`config.mk`:
```
export PLATFORM = sky130hd
export DESIGN_NAME = exp_bias_sched
export DESIGN_NICKNAME = d
export VERILOG_FILES = /design/src/rtl/exp_bias_sched_pkg.sv /design/src/rtl/exp_bias_sched_sub.sv /design/src/rtl/exp_bias_sched.sv
export SDC_FILE = /design/constraint.sdc
export NUM_CORES = 1
export LEC_CHECK = 0
export CORE_MARGIN = 3
export CORE_UTILIZATION = 25
export CTS_CLUSTER_DIAMETER = 60
export DETAILED_ROUTE_END_ITERATION = 10
export DONT_BUFFER_PORTS = 1
export PLACE_DENSITY = 0.48
export RECOVER_POWER = 25
export SLEW_MARGIN = 20
export SYNTH_ARGS = -nofsm -noshare
export SYNTH_HDL_FRONTEND = slang
export SYNTH_SLANG_ARGS = --single-unit
```
`constraint.sdc`:
```
create_clock -name clk_i -period 3.5 [get_ports clk_i]
set_input_delay 0.7 -clock clk_i [delete_from_list [all_inputs] [get_ports clk_i]]
set_output_delay 0.7 -clock clk_i [all_outputs]
set_load 0.01 [all_outputs]
```
`src/rtl/exp_bias_sched_pkg.sv`:
```
// Shared vecunit definitions for the exponent bias scheduler: widths, FSM state
// type, per-lane result record and the next-active-lane search.
package exp_bias_sched_pkg;

    localparam int unsigned EXP_W     = 8;
    localparam int unsigned MAX_LANES = 16;

    typedef enum logic [1:0] {
        IDLE,
        RUN,
        DONE
    } exp_sched_state_e;

    typedef struct packed {
        logic [EXP_W-1:0] diff;
        logic             borrow;
        logic             uflow;
    } lane_res_t;

    // Lowest set bit of mask at position >= from.
    // Returns {found, index}; found=0 means no active lane remains.
    function automatic logic [4:0] next_lane(input logic [MAX_LANES-1:0] mask,
                                             input logic [4:0]           from);
        logic [4:0] res;
        res = '0;
        // Scan downwards so the lowest qualifying lane is the last one written.
        for (int i = MAX_LANES - 1; i >= 0; i--) begin
            if (mask[i] && (5'(i) >= from)) begin
                res = {1'b1, 4'(i)};
            end
        end
        return res;
    endfunction

endpackage

```
`src/rtl/exp_bias_sched_sub.sv`:
```
// Shared 8-bit exponent bias subtractor: A - B via two's complement add,
// with carry-out as borrow and an underflow flag taken from the raw sum.
module exp_bias_sched_sub
    import exp_bias_sched_pkg::*;
(
    input  logic [EXP_W-1:0] a_i,
    input  logic [EXP_W-1:0] b_i,
    output logic [EXP_W-1:0] diff_o,
    output logic             borrow_o,
    output logic             uflow_o
);

    logic [EXP_W-1:0] b_neg;
    logic [EXP_W:0]   sum;
    logic [EXP_W-1:0] raw;

    // Combinational subtract; a zero exponent (zero/denormal) forces diff to 0.
    always_comb begin
        b_neg    = ~b_i + 8'd1;
        sum      = {1'b0, a_i} + {1'b0, b_neg};
        raw      = sum[EXP_W-1:0];
        diff_o   = (a_i == '0) ? '0 : raw;
        // B=0 negates to 0, so no carry: borrow is 1 only for B!=0 and A>=B.
        borrow_o = sum[EXP_W];
        // Flag uses the unmasked raw sum, not diff_o.
        uflow_o  = ~raw[EXP_W-1] & ~(&raw[EXP_W-2:0]);
    end

endmodule

```
`src/rtl/exp_bias_sched.sv`:
```
// Exponent bias scheduler: time-multiplexes one bias subtractor across the
// active lanes of a vector in ascending lane order, then presents the
// assembled per-lane results over a valid/ready handshake.
module exp_bias_sched
    import exp_bias_sched_pkg::*;
#(
    parameter int unsigned LANES = 4,
    parameter int unsigned EW    = 8
) (
    input  logic                clk_i,
    input  logic                rst_ni,
    input  logic                flush_i,
    input  logic                in_valid_i,
    output logic                in_ready_o,
    input  logic [LANES*EW-1:0] exp_a_i,
    input  logic [EW-1:0]       bias_i,
    input  logic [LANES-1:0]    lane_mask_i,
    output logic                out_valid_o,
    input  logic                out_ready_i,
    output logic [LANES*EW-1:0] diff_o,
    output logic [LANES-1:0]    borrow_o,
    output logic [LANES-1:0]    uflow_o,
    output logic                uflow_any_o,
    output logic                busy_o
);

    localparam int unsigned IdxW = (LANES > 1) ? $clog2(LANES) : 1;

    exp_sched_state_e state_q, state_d;

    logic [LANES*EW-1:0] exp_q, exp_d;
    logic [EW-1:0]       bias_q, bias_d;
    logic [LANES-1:0]    mask_q, mask_d;
    logic [IdxW-1:0]     idx_q, idx_d;

    logic [LANES*EW-1:0] diff_q, diff_d;
    logic [LANES-1:0]    borrow_q, borrow_d;
    logic [LANES-1:0]    uflow_q, uflow_d;
    logic                uflow_any_q, uflow_any_d;

    logic [4:0] first_nx;
    logic [4:0] run_nx;
    logic       unused_nx;

    logic [EXP_W-1:0] sub_a;
    logic [EXP_W-1:0] sub_diff;
    logic             sub_borrow;
    logic             sub_uflow;
    lane_res_t        sub_res;

    // Lane search: first active lane of the incoming mask, and the next active
    // lane above the one currently in the subtractor.
    always_comb begin
        first_nx = next_lane(MAX_LANES'(lane_mask_i), 5'd0);
        run_nx   = next_lane(MAX_LANES'(mask_q), 5'(idx_q) + 5'd1);
    end

    // Upper index bits beyond IdxW are always zero for in-range lanes.
    assign unused_nx = ^{first_nx, run_nx};

    // Operand mux in front of the shared subtractor.
    always_comb begin
        sub_a = exp_q[idx_q*EW +: EW];
    end

    exp_bias_sched_sub u_sub (
        .a_i     (sub_a),
        .b_i     (bias_q),
        .diff_o  (sub_diff),
        .borrow_o(sub_borrow),
        .uflow_o (sub_uflow)
    );

    assign sub_res = '{diff: sub_diff, borrow: sub_borrow, uflow: sub_uflow};

    // FSM state register.
    always_ff @(posedge clk_i or negedge rst_ni) begin
        if (!rst_ni) begin
            state_q <= IDLE;
        end else begin
            state_q <= state_d;
        end
    end

    // FSM next state; flush overrides any handshake.
    always_comb begin
        state_d = state_q;
        if (flush_i) begin
            state_d = IDLE;
        end else begin
            unique case (state_q)
                IDLE: begin
                    if (in_valid_i) begin
                        state_d = (lane_mask_i == '0) ? DONE : RUN;
                    end
                end
                RUN: begin
                    if (!run_nx[4]) begin
                        state_d = DONE;
                    end
                end
                DONE: begin
                    if (out_ready_i) begin
                        state_d = IDLE;
                    end
                end
                default: state_d = IDLE;
            endcase
        end
    end

    // FSM outputs decode the state register directly.
    always_comb begin
        in_ready_o  = (state_q == IDLE);
        out_valid_o = (state_q == DONE);
        busy_o      = (state_q != IDLE);
    end

    // Datapath next state: operand capture on accept, result demux during RUN.
    always_comb begin
        exp_d    = exp_q;
        bias_d   = bias_q;
        mask_d   = mask_q;
        idx_d    = idx_q;
        diff_d   = diff_q;
        borrow_d = borrow_q;
        uflow_d  = uflow_q;

        if (flush_i) begin
            diff_d   = '0;
            borrow_d = '0;
            uflow_d  = '0;
        end else if (state_q == IDLE && in_valid_i) begin
            exp_d    = exp_a_i;
            bias_d   = bias_i;
            mask_d   = lane_mask_i;
            idx_d    = first_nx[IdxW-1:0];
            diff_d   = '0;
            borrow_d = '0;
            uflow_d  = '0;
        end else if (state_q == RUN) begin
            diff_d[idx_q*EW +: EW] = sub_res.diff;
            borrow_d[idx_q]        = sub_res.borrow;
            uflow_d[idx_q]         = sub_res.uflow;
            idx_d                  = run_nx[IdxW-1:0];
        end

        uflow_any_d = |uflow_d;
    end

    // Datapath registers.
    always_ff @(posedge clk_i or negedge rst_ni) begin
        if (!rst_ni) begin
            exp_q       <= '0;
            bias_q      <= '0;
            mask_q      <= '0;
            idx_q       <= '0;
            diff_q      <= '0;
            borrow_q    <= '0;
            uflow_q     <= '0;
            uflow_any_q <= 1'b0;
        end else begin
            exp_q       <= exp_d;
            bias_q      <= bias_d;
            mask_q      <= mask_d;
            idx_q       <= idx_d;
            diff_q      <= diff_d;
            borrow_q    <= borrow_d;
            uflow_q     <= uflow_d;
            uflow_any_q <= uflow_any_d;
        end
    end

    assign diff_o      = diff_q;
    assign borrow_o    = borrow_q;
    assign uflow_o     = uflow_q;
    assign uflow_any_o = uflow_any_q;

endmodule

```
==> results.json <==
{
  "power_frac_seq": 0.292,
  "p_total_mw": 5.17,
  "vias": 3017,
  "gp_congestion": 0.861,
  "hold_viol_final": 0,
  "die_area_um2": 19500,
  "ios": 93,
  "drt_wl_total_mm": 11.7,
  "clockBufferDepth": 2,
  "postCtsHoldBufs": 0,
  "drv_slew": 0,
  "antenna_cells": 0,
  "clock.fmax_mhz": 304,
  "cts-resized-gates": 0,
  "setup-tns-final_ps": 0,
  "syn_nets": 439,
  "combPwrFrac": 0.507,
  "viasPerCell": 4.99,
  "yosysTopAreaCell": "dfrtp_1",
  "synth-seq-cells": 89,
  "wl_met1_mm": 5.25,
  "setup_viol": 0,
  "stdcell_count": 605,
  "synth_ff_type": "dfrtp_1",
  "dp_cells": 589,
  "synthArstFlopShare": 1.00,
  "status": "finished, final reports clean",
  "r2r_cells": 9,
  "p_clk_frac": 0.201,
  "highest_layer": "met5",
  "die_x_um": 140,
  "relSlewSlack": 0.430,
  "powerDensity_nw_per_um2": 1030,
  "rows": 48,
  "rsz0062_at_grt": "no",
  "clkLatencyLatePin_ps": 340,
  "antenna_found_initial": 2,
  "rrSetupSlack_ps": 210,
  "syn2layout_area_growth_pct": 13.1,
  "wl_met3_mm": 1.02,
  "cp-end-kind": "register",
  "switchingPower_mw": 2.12,
  "postCtsSetupBuffers": 0,
  "grt_overflow": 0,
  "start_util": 0.257,
  "synth-edff-count": 0,
  "internal_power_mw": 3.05,
  "period_minus_slack_ps": 3290,
  "core_area_um2": 17400,
  "drtAntennaViolNets": 0,
  "drtIter0Drc": 212,
  "wl_per_cell_um": 19.4,
  "drv_cap": 0,
  "cts_tree": "built",
  "synth-seq-area-share": 0.500,
  "numPortBuffers": 0,
  "ctsRootBufferMaster": "clkbuf_16",
  "rr_endpoint": "uflow_any_o",
  "clock_skew_ps": 6.11,
  "netlist.area_leader.share": 0.500,
  "synth_cell_types": 49,
  "post_synth.cell_area_avg_um2": 12.0,
  "die_h_um": 140,
  "cts_made_buffers": 9,
  "synth_common_cells": "89 x dfrtp_1, 42 x mux2_2, 26 x a22o_1",
  "nets": 441,
  "grt_usage": 0.123,
  "wl_met2_mm": 5.29,
  "critical_path_class": "register to register",
  "syn-cell-area_um2": 4460,
  "worst_pin_slew_ps": 848,
  "firstDrtPassIters": 6,
  "crit_fanout": 5,
  "irDropWorstVdd_v": 0.000577,
  "drcViolationCount": 0,
  "arrival_ps": 3480,
  "cp_data_required_time_ps": 3690,
  "layout-drive-gt1-share": 0.221,
  "finalCritPeriodShare": 0.940,
  "h-tree-depth": 3,
  "startpoint_type": "register",
  "hpwl_mm": 8.86,
  "grt_pass1_vias": 3068,
  "yosysMostFrequentCell": "dfrtp_1",
  "grt_pass1_wl_mm": 18.5,
  "ys_warn_count": 0,
  "clock-sinks": 89,
  "synth_cells": 373,
  "p_leak_nw": 2.11,
  "r2r-start": "idx_q[0]",
  "grt_max_degree": 90,
  "clk_pin_slew_ps": 60,
  "swShare": 0.410,
  "hp-class": "input pin to asynchronous set/reset pin",
  "synthTopCellsByArea": "dfrtp_1 50%, mux2_2 11%, a22o_1 5.1%, ha_1 4.5%, mux4_2 4.0%"
}
sequential cells by signal, indices dropped and copies added, names as in the netlist:
register / flops
mask_q: 4
state_q: 2
idx_q: 2
uflow_any_o: 1
bias_q: 8
borrow_o: 4
uflow_o: 4
exp_q: 32
diff_o: 32
placed cells by master (no fill, tap or decap), types with 2 or more instances in the layout:
cell         n
and3b_1      2
xor2_1       5
a21oi_1     22
clkbuf_16    9
and2_4       4
nand2b_1     6
clkinvlp_4   2
nor2_1      20
bufinv_16    2
nand2_1     23
nand3_1      9
a22oi_1      2
o21ai_0     10
nor4b_1      2
and2_1       3
a21o_1       5
a311oi_1     4
dfrtp_1     89
o31ai_1      4
nand4b_1     2
mux4_2       8
ha_1        16
nor4_1       3
clkinv_2     2
inv_1        8
a22o_1      26
buf_4        8
a221oi_1     2
nor3_1       7
mux2_2      42
nand4_1      2
xnor2_1      6
nand3b_1     2
nor2b_1      5
stage by stage:
| stage | hold slack [ps] | setup WS, ps | instance area [µm²] | util |
|---|---|---|---|---|
| after floorplan | 404 | 216 | 4460 | - |
| after global placement | 408 | 253 | 4710 | 0.272 |
| after detailed placement | 407 | 66.8 | 4710 | 0.272 |
| after CTS | 29.7 | 42.8 | 5030 | 0.290 |
| after global routing | 21.6 | 5.43 | 5040 | 0.290 |
| final | 47.2 | 210 | 5040 | 0.290 |
power groups by stage:
stage          clock (mW)  combinational [mW]  sequential, mW
6_report             1.04                2.62            1.51
3_5_place_dp            0                2.57            1.54
2_1_floorplan           0                2.00            1.43
5_1_grt              1.12                2.90            1.55
4_1_cts              1.07                2.59            1.52
3_3_place_gp            0                2.53            1.54
cell type report:
class / instances / area, µm²
fillers: 1782 / 12300
clock inverters: 7 / 93.8
repair buffers: 8 / 60.1
inverters: 8 / 30.0
multi-input cells: 259 / 2120
clock buffers: 9 / 225
flip-flops and latches: 89 / 2230
well taps: 225 / 282
metal layers:
metal / GRT usage / vias up
met5: 0 / -
met4: 0.0326 / 4
met3: 0.0553 / 14
met2: 0.179 / 107
met1: 0.167 / 1504
li1: - / 1388
critical path, cell delays in order, from the launching register on:
cell,delay (ps)
dfrtp_1,490
buf_4,220
mux4_2,570
ha_1,400
and4_1,220
a311oi_2,330
xnor2_1,280
nor4bb_1,320
buf_4,200
o32ai_1,100
logic make-up (layout without fill, tap and decap cells):
group | Yosys count | in the layout | synth area share
muxes | 51 | 51 | 0.149
xor gates and xnor gates | 11 | 11 | 0.0216
AOI/OAI and AO/OA | 82 | 82 | 0.132
DFF | 89 | 89 | 0.500
and+or+nand+nor | 98 | 98 | 0.122
buffers and inverters | 25 | 32 | 0.0272
adders and majority gates | 17 | 17 | 0.0494
worst max path at each step:
stage	end	from	slack (ps)
5_1_grt	uflow_any_o	idx_q[0]	5
3_5_place_dp	uflow_any_o	idx_q[0]	70
6_report	uflow_any_o	idx_q[0]	210
2_1_floorplan	uflow_any_o	idx_q[0]	220
4_1_cts	uflow_any_o	idx_q[0]	40
3_3_place_gp	uflow_any_o	idx_q[0]	250
(Power assumes the default switching activity.)
